### src/rtl/seq_alu.sv
// Multi-cycle ALU: single-cycle logic/arith/compare/shift ops plus iterative MULTU and DIVU
// behind a Start/Busy/Done handshake.
module seq_alu #(
    parameter int unsigned WIDTH = 32,
    parameter int unsigned SHW   = $clog2(WIDTH)
) (
    input  logic             clk,
    input  logic             rst_n,
    input  logic             Start,
    input  logic [WIDTH-1:0] Operand1,
    input  logic [WIDTH-1:0] Operand2,
    input  logic [3:0]       ALUControl,
    output logic             Busy,
    output logic             Done,
    output logic [WIDTH-1:0] ALUResult,
    output logic [WIDTH-1:0] ResultHi,
    output logic             Zero,
    output logic             Overflow,
    output logic             DivByZero
);

    localparam int unsigned CntW = SHW + 1;

    localparam logic [3:0] OpAnd   = 4'd0;
    localparam logic [3:0] OpOr    = 4'd1;
    localparam logic [3:0] OpAdd   = 4'd2;
    localparam logic [3:0] OpSub   = 4'd3;
    localparam logic [3:0] OpXor   = 4'd4;
    localparam logic [3:0] OpNor   = 4'd5;
    localparam logic [3:0] OpSlt   = 4'd6;
    localparam logic [3:0] OpSltu  = 4'd7;
    localparam logic [3:0] OpSll   = 4'd8;
    localparam logic [3:0] OpSrl   = 4'd9;
    localparam logic [3:0] OpSra   = 4'd10;
    localparam logic [3:0] OpMultu = 4'd11;
    localparam logic [3:0] OpDivu  = 4'd12;

    typedef enum logic [1:0] {StIdle, StMul, StDiv} state_e;

    state_e               r_state;
    state_e               w_state_next;
    logic [CntW-1:0]      r_count;
    logic [2*WIDTH-1:0]   r_acc;
    logic [WIDTH-1:0]     r_opb;
    logic [WIDTH-1:0]     r_result;
    logic [WIDTH-1:0]     r_hi;
    logic                 r_ovf;
    logic                 r_dbz;
    logic                 r_done;

    logic                 w_go_mul;
    logic                 w_go_div;
    logic                 w_last;
    logic [SHW-1:0]       w_shamt;
    logic [WIDTH-1:0]     w_sum;
    logic [WIDTH-1:0]     w_diff;
    logic [WIDTH-1:0]     w_sc_result;
    logic [WIDTH-1:0]     w_sc_hi;
    logic                 w_sc_ovf;
    logic                 w_sc_dbz;
    logic [WIDTH:0]       w_mul_hi;
    logic [2*WIDTH-1:0]   w_mul_acc;
    logic [WIDTH:0]       w_div_shift;
    logic [WIDTH:0]       w_div_diff;
    logic [2*WIDTH-1:0]   w_div_acc;

    assign w_go_mul = (ALUControl == OpMultu);
    assign w_go_div = (ALUControl == OpDivu) && (Operand2 != '0);
    assign w_last   = (r_count == CntW'(1));
    assign w_shamt  = Operand2[SHW-1:0];
    assign w_sum    = Operand1 + Operand2;
    assign w_diff   = Operand1 - Operand2;

    always_comb begin
        w_sc_result = '0;
        w_sc_hi     = '0;
        w_sc_ovf    = 1'b0;
        w_sc_dbz    = 1'b0;
        case (ALUControl)
            OpAnd:  w_sc_result = Operand1 & Operand2;
            OpOr:   w_sc_result = Operand1 | Operand2;
            OpAdd: begin
                w_sc_result = w_sum;
                w_sc_ovf    = (Operand1[WIDTH-1] == Operand2[WIDTH-1]) &&
                              (w_sum[WIDTH-1] != Operand1[WIDTH-1]);
            end
            OpSub: begin
                w_sc_result = w_diff;
                w_sc_ovf    = (Operand1[WIDTH-1] != Operand2[WIDTH-1]) &&
                              (w_diff[WIDTH-1] != Operand1[WIDTH-1]);
            end
            OpXor:  w_sc_result = Operand1 ^ Operand2;
            OpNor:  w_sc_result = ~(Operand1 | Operand2);
            OpSlt:  w_sc_result = {{(WIDTH-1){1'b0}}, ($signed(Operand1) < $signed(Operand2))};
            OpSltu: w_sc_result = {{(WIDTH-1){1'b0}}, (Operand1 < Operand2)};
            OpSll:  w_sc_result = Operand1 << w_shamt;
            OpSrl:  w_sc_result = Operand1 >> w_shamt;
            OpSra:  w_sc_result = $unsigned($signed(Operand1) >>> w_shamt);
            OpDivu: begin
                // Only reaches the result registers when the divisor is zero.
                w_sc_result = '1;
                w_sc_hi     = Operand1;
                w_sc_dbz    = 1'b1;
            end
            default: ;
        endcase
    end

    // Shift-add step: acc = {hi, multiplier}; add multiplicand into hi, then shift right.
    assign w_mul_hi  = {1'b0, r_acc[2*WIDTH-1:WIDTH]} + (r_acc[0] ? {1'b0, r_opb} : '0);
    assign w_mul_acc = {w_mul_hi, r_acc[WIDTH-1:1]};

    // Restoring step: acc = {remainder, dividend/quotient}.
    assign w_div_shift = {r_acc[2*WIDTH-1:WIDTH], r_acc[WIDTH-1]};
    assign w_div_diff  = w_div_shift - {1'b0, r_opb};
    assign w_div_acc   = w_div_diff[WIDTH] ?
                         {w_div_shift[WIDTH-1:0], r_acc[WIDTH-2:0], 1'b0} :
                         {w_div_diff[WIDTH-1:0], r_acc[WIDTH-2:0], 1'b1};

    always_ff @(posedge clk or negedge rst_n) begin
        if (!rst_n) begin
            r_state <= StIdle;
        end else begin
            r_state <= w_state_next;
        end
    end

    always_comb begin
        w_state_next = r_state;
        unique case (r_state)
            StIdle: begin
                if (Start && w_go_mul) begin
                    w_state_next = StMul;
                end else if (Start && w_go_div) begin
                    w_state_next = StDiv;
                end
            end
            StMul, StDiv: begin
                if (w_last) begin
                    w_state_next = StIdle;
                end
            end
            default: w_state_next = StIdle;
        endcase
    end

    always_comb begin
        Busy      = (r_state != StIdle);
        Done      = r_done;
        ALUResult = r_result;
        ResultHi  = r_hi;
        Zero      = (r_result == '0);
        Overflow  = r_ovf;
        DivByZero = r_dbz;
    end

    always_ff @(posedge clk or negedge rst_n) begin
        if (!rst_n) begin
            r_count  <= '0;
            r_acc    <= '0;
            r_opb    <= '0;
            r_result <= '0;
            r_hi     <= '0;
            r_ovf    <= 1'b0;
            r_dbz    <= 1'b0;
            r_done   <= 1'b0;
        end else begin
            r_done <= 1'b0;
            unique case (r_state)
                StIdle: begin
                    if (Start && (w_go_mul || w_go_div)) begin
                        r_acc   <= {{WIDTH{1'b0}}, Operand1};
                        r_opb   <= Operand2;
                        r_count <= CntW'(WIDTH);
                    end else if (Start) begin
                        r_result <= w_sc_result;
                        r_hi     <= w_sc_hi;
                        r_ovf    <= w_sc_ovf;
                        r_dbz    <= w_sc_dbz;
                        r_done   <= 1'b1;
                    end
                end
                StMul: begin
                    r_acc   <= w_mul_acc;
                    r_count <= r_count - CntW'(1);
                    if (w_last) begin
                        r_result <= w_mul_acc[WIDTH-1:0];
                        r_hi     <= w_mul_acc[2*WIDTH-1:WIDTH];
                        r_ovf    <= 1'b0;
                        r_dbz    <= 1'b0;
                        r_done   <= 1'b1;
                    end
                end
                StDiv: begin
                    r_acc   <= w_div_acc;
                    r_count <= r_count - CntW'(1);
                    if (w_last) begin
                        r_result <= w_div_acc[WIDTH-1:0];
                        r_hi     <= w_div_acc[2*WIDTH-1:WIDTH];
                        r_ovf    <= 1'b0;
                        r_dbz    <= 1'b0;
                        r_done   <= 1'b1;
                    end
                end
                default: ;
            endcase
        end
    end

endmodule

### config.mk
export PLATFORM = sky130hd
export DESIGN_NAME = seq_alu
export DESIGN_NICKNAME = d
export VERILOG_FILES = /design/src/rtl/seq_alu.sv
export SDC_FILE = /design/constraint.sdc
export NUM_CORES = 1
export LEC_CHECK = 0
export CAP_MARGIN = 20
export CELL_PAD_IN_SITES_DETAIL_PLACEMENT = 0
export CELL_PAD_IN_SITES_GLOBAL_PLACEMENT = 1
export CORE_MARGIN = 4
export CORE_UTILIZATION = 49
export DETAILED_ROUTE_END_ITERATION = 10
export MAX_ROUTING_LAYER = met4
export PLACE_DENSITY_LB_ADDON = 0.1
export SETUP_SLACK_MARGIN = 0.02
export SLEW_MARGIN = 25
export SYNTH_ARGS = -nofsm -noshare
export SYNTH_HDL_FRONTEND = slang
export SYNTH_SLANG_ARGS = --single-unit
### constraint.sdc
create_clock -name clk -period 11.3 [get_ports clk]
set_input_delay 1.695 -clock clk [delete_from_list [all_inputs] [get_ports clk]]
set_output_delay 1.695 -clock clk [all_outputs]
set_load 0.01 [all_outputs]
==> metrics.txt, run 1 <==
average size of a mapped cell=7.35 um2; final net count=3058; Primary FF master, synth=dfrtp_1; via count=22609; reg2reg path depth=15; worst setup margin=4.94 ns; run status=complete, no violations; DR pass1 iterations=6; count of different cell masters after synthesis=94; CP required=11.64 ns; EDFF count, synth=0; commonest non-fill, non-tap cell in the layout=nand2_1; hpwl dp=69.4 mm; Clk Latency, worst-skew pair=0.47 ns; hold bufs inserted after CTS=0; vias in the first global route=21102; final hold violation count=0; Final period util=0.563; PortBufs=139; all-layer global routing usage=0.403; Initial Utilization=0.500; GRT overflow=0; Chip Height=213 um; Area Growth Syn to Fin=11.0%; flop2flop setup slack=6.69 ns; Post-Synthesis Cells=2792; pwr/cell area=157 mW/mm2; DP Area=0.0222 mm2; peak fanout along the critical path=49; critical path type=in2reg; Maximum Capacitance Violations=0; die area=0.0452 mm2; Reg2Reg Launch Point=r_acc[31]; # DRC=0; RePlAce Congestion=1.03; syn_nets=3037; H-Tree Depth=4; Fin Clk Skew=0.0188 ns; die width=213 um; Setup crit end kind=flip-flop; Routed Antenna Nets=0; Peak Freq=157 MHz; Worst Hold Path EP=ResultHi[22]; CTS Sinks=171; hold path depth=1; setup TNS=0 ns; Startpoint Class=input pin; first-pass GRT wire length=135 mm; Least-Margin Pin Slew=1.06 ns; Clock Tree Buf Depth=2; Site Rows=74; Worst R2R End=ALUResult[0]; CTS root buf=clkbuf_16; FFs w/ async S/R, synth=1.00; synth warn=0; cts bufs inserted=17; DP Worst Slack=4.73 ns; Lkg Pwr=9.99 nW; minimum clock period=6.36 ns; post-CTS setup buffer count=0; CTS tree=yes; worst hold path type=reg2reg; critical hold path startpoint=ResultHi[22]; Rel. slew slack=0.290; initial DRC count=2636; final WL=90.8 mm; register area share after synthesis=0.208; Cell Area, Synth=0.0205 mm2; critical path arrival=6.70 ns; max-slew violations=0; most frequent cells in the layout=304 x nand2_1, 297 x nor2_1, 266 x o21ai_0, 266 x a21oi_1, 171 x dfrtp_1; num ports=140; #FFs+latches synth=171; initial antenna violation count=1; # resized after CTS=0; Post-Layout Inst Area=0.0228 mm2; routed len/inst=27.0 um; VDD IR-drop max=0.128 mV; RSZ-0062 raised after global routing=no; clock slew at reported path FFs=0.09 ns; Core ar.=0.0411 mm2; final setup vio count=0; layout cell share with drive strength beyond 1=0.0591; post-DR vias/cell=6.73; largest net degree at the start of global routing=101
how the worst max path moves through the flow:
stage	from	endpoint	depth (start not counted)
global placement	Operand2[4]	ALUResult[31]	15
global route	Operand2[4]	ALUResult[26]	15
CTS	Operand2[4]	ALUResult[30]	15
finish	Operand2[4]	ALUResult[30]	15
floorplan	Operand2[2]	ALUResult[31]	17
detailed placement	Operand2[4]	ALUResult[30]	15
synthesized netlist by cell type, types with 17 or more instances:
cell type | instances | area, um2
nand4_1 | 17 | 106
a22o_1 | 33 | 289
nand2b_1 | 28 | 175
nor3_1 | 61 | 305
xnor2_1 | 58 | 508
a31oi_1 | 30 | 188
ha_1 | 170 | 2130
inv_1 | 148 | 556
o31ai_1 | 22 | 165
dfrtp_1 | 171 | 4280
nor4_1 | 23 | 144
mux4_2 | 23 | 518
a211oi_1 | 35 | 263
a21o_1 | 48 | 360
and3_1 | 18 | 113
nand3_1 | 60 | 300
nor2b_1 | 17 | 106
nor2_1 | 298 | 1120
buf_2 | 32 | 160
o22ai_1 | 35 | 219
mux2i_1 | 78 | 781
o21ai_0 | 267 | 1340
nand2_1 | 304 | 1140
a21oi_1 | 267 | 1340
a221oi_1 | 42 | 368
xor2_1 | 25 | 219
and2_1 | 39 | 244
o21bai_1 | 26 | 195
o211ai_1 | 25 | 188
a22oi_1 | 43 | 323
clkbuf_1 | 130 | 488
kinds of logic after synthesis:
kind of cell	Yosys count	synth area share
AOI/OAI and AO/OA	1014	0.319
xor gates and xnor gates	83	0.0354
adders and majority gates	174	0.107
buffers and inverters	339	0.0650
DFF	171	0.208
muxes	114	0.0704
and+or+nand+nor	897	0.195
worst max-delay path, stage by stage:
cell and delay [ns]:
clkdlybuf4s50_1 0.45, buf_4 0.45, clkinv_1 0.68, ha_1 0.73
o21ai_0 0.14, o21bai_1 0.24, o21ai_0 0.21, a21oi_1 0.21
o22ai_1 0.18, o21ai_0 0.55, a31oi_1 0.23, nor2b_1 0.21
mux2i_1 0.09, a2111oi_0 0.50, a21oi_1 0.12
area by class of cell:
type,count,area [um2]
diodes,1,2.50
clock buffers,18,429
clock inverters,14,128
fillers,3980,18300
inverters,155,582
multi-input cells,2282,15000
flip-flops and latches,171,4280
well taps,532,666
repair buffers,186,1730
sequential cells by signal, summed over array words and instances (netlist names):
signal     count
DivByZero      1
r_acc         64
r_count        6
Done           1
ALUResult     32
ResultHi      32
r_opb         32
Overflow       1
r_state        2
metal layers:
| layer | vias up | track usage | wire length [um] |
|---|---|---|---|
| li1 | 10221 | - | - |
| met1 | 10913 | 0.532 | 36900 |
| met2 | 1273 | 0.617 | 40700 |
| met3 | 202 | 0.0651 | 8470 |
| met4 | 0 | 0.171 | 4690 |
| met5 | - | - | 0 |
power by group:
part           switching [mW]  internal (mW)  leakage, nW
combinational            1.19          0.733         7.52
sequential              0.229          0.824         2.20
clock                   0.306          0.291        0.271
metrics by stage:
step / instances / hold slack [ns] / utilization / power (mW)
after floorplan: 2792 / 0.463 / - / 2.17
after detailed placement: 3326 / 0.481 / 0.541 / 2.94
after global routing: 3358 / 0.523 / 0.555 / 3.78
after global placement: 3326 / 0.475 / 0.541 / 2.90
final: 3359 / 0.494 / 0.555 / 3.58
after CTS: 3358 / 0.498 / 0.554 / 3.54
Power figures use the tool's default switching activity.
==> run 2: changes to the inputs <==
Settings changed: CORE_UTILIZATION 49 to 41.
Clock period 11.3 ns to 5.84 ns, I/O delays scaled along.
==> run 2 against run 1 <==
Compared with the run above:
- cell count grew 4.9%
- highest routed layer unchanged
- flip-flop and latch count is the same
- largest cell class unchanged
- wire length grew 6.7%
- total power grew 98%
- sequential share of layout area shrank 0.44 points
- die area grew 19%
- worst setup slack lost 3.9 ns
==> metrics.txt, run 2 (synthesized netlist as in run 1, its figures left out) <==
run status=complete, no violations; post-DR vias/cell=6.44; Chip Height=232 um; Least-Margin Pin Slew=0.962 ns; commonest non-fill, non-tap cell in the layout=nand2_1; VDD IR-drop max=0.208 mV; Largest register FFs=64; initial antenna violation count=3; Maximum Capacitance Violations=0; # resized after CTS=0; pwr/cell area=304 mW/mm2; DP Area=0.0227 mm2; hpwl dp=75.9 mm; CP peak stage delay=0.63 ns; Largest Register=r_acc; GRT overflow=0; num ports=140; max-slew violations=0; largest net degree at the start of global routing=172; Lkg Pwr=10.2 nW; Rel. slew slack=0.352; CTS Sinks=171; Final Core Density=0.474; setup TNS=0 ns; CTS tree=yes; Routed Antenna Nets=0; H-Tree Depth=4; Post-Layout Inst Area=0.0234 mm2; # DRC=0; Peak Freq=210 MHz; critical path type=in2reg; minimum clock period=4.77 ns; Final period util=0.817; Finished Layout Cells=3525; CP max stage cell=clkdlybuf4s50_1; worst-path cell chain=clkdlybuf4s50_1, inv_1, ha_1, inv_1, fa_1, nor2b_1, o211ai_2, a21oi_2, a2111oi_2, o21ai_1, buf_4, a221oi_2, a221oi_1, a221o_1, o41ai_2, a21oi_1, o21ai_1; most frequent cells in the layout=304 x nand2_1, 297 x nor2_1, 266 x o21ai_0, 266 x a21oi_1, 170 x dfrtp_1; Top Family by Delay on Critical Path=compound AO/OA/AOI/OAI gates; vias in the first global route=21541; peak fanout along the critical path=7; final net count=3091; Site Rows=81; critical path arrival=5.15 ns; RSZ-0062 raised after global routing=no; CTS root buf=clkbuf_16; Clock Tree Buf Depth=2; die area=0.0537 mm2; via count=22686; RePlAce Congestion=1.00; Buf/Inv on CP=4; CP required=6.21 ns; first-pass GRT wire length=142 mm; worst hold path type=in2async; Setup crit end kind=flip-flop; layout cell share with drive strength beyond 1=0.0714; Clk Latency, worst-skew pair=0.45 ns; # placed instances=3489; Area Growth Syn to Fin=13.7%; Fin Clk Skew=0.0109 ns; hold bufs inserted after CTS=0; DR pass1 iterations=6; all-layer global routing usage=0.360; Startpoint Class=input pin; final WL=96.9 mm; cts bufs inserted=17; clock slew at reported path FFs=0.07 ns; Initial Utilization=0.417; Core ar.=0.0493 mm2; initial DRC count=2567; final hold violation count=0; # fillers=5067; final setup vio count=0; PortBufs=139; routed len/inst=27.5 um; post-CTS setup buffer count=0; die width=232 um
[run 2: final cells by class]
class / instances / area, um2 / share of cell area
flip-flops and latches: 171 / 4280 / 0.183
inverters: 155 / 582 / 0.0249
clock inverters: 13 / 138 / 0.00589
multi-input cells: 2282 / 15000 / 0.642
diodes: 2 / 5.00 / 0.000214
repair buffers: 219 / 2080 / 0.0890
clock buffers: 19 / 453 / 0.0194
well taps: 664 / 831 / 0.0356
[run 2: path summary, 6_finish.rpt]
path | cells after the start | startpoint | slack (ns) | end
max in group asynchronous | 3 | rst_n | 4.51 | r_acc[63]
max | 17 | Operand1[0] | 1.07 | ALUResult[0]
min in group clk | 1 | ResultHi[22] | 0.50 | ResultHi[22]
min | 2 | rst_n | 0.39 | r_acc[37]
max reg2reg | 15 | r_acc[31] | 1.42 | ALUResult[0]
min reg2reg | 1 | ResultHi[22] | 0.50 | ResultHi[22]
[run 2: routing by layer]
| layer | track usage | part of all wire |
|---|---|---|
| met5 | - | 0 |
| met4 | 0.133 | 0.040 |
| met3 | 0.0524 | 0.074 |
| met2 | 0.561 | 0.45 |
| met1 | 0.478 | 0.43 |
[run 2: power by group]
part / leakage, nW / internal (mW) / switching (mW)
Sequential: 2.20 / 1.60 / 0.466
Combinational: 7.72 / 1.48 / 2.36
Clock: 0.298 / 0.657 / 0.536
[run 2: worst reg2reg max path, cell delays in order, from the launching register on]
cell	delay [ns]
dfrtp_1	0.41
inv_1	0.21
ha_1	0.21
inv_1	0.05
fa_1	0.47
a211oi_1	0.23
o21ai_1	0.18
o2111ai_2	0.37
a311oi_1	0.24
or2_1	0.34
o211ai_1	0.31
buf_12	0.28
o21ai_0	0.42
a21o_1	0.35
a21oi_1	0.13
o21ai_1	0.07
[run 2: through the flow]
step | setup WS, ns | hold slack, ns | total power [mW]
4_1_cts | 1.16 | 0.504 | 7.03
2_1_floorplan | 1.29 | 0.463 | 4.20
6_report | 1.07 | 0.392 | 7.09
3_3_place_gp | 0.698 | 0.478 | 5.78
3_5_place_dp | 0.695 | 0.485 | 5.82
5_1_grt | 0.837 | 0.413 | 7.52
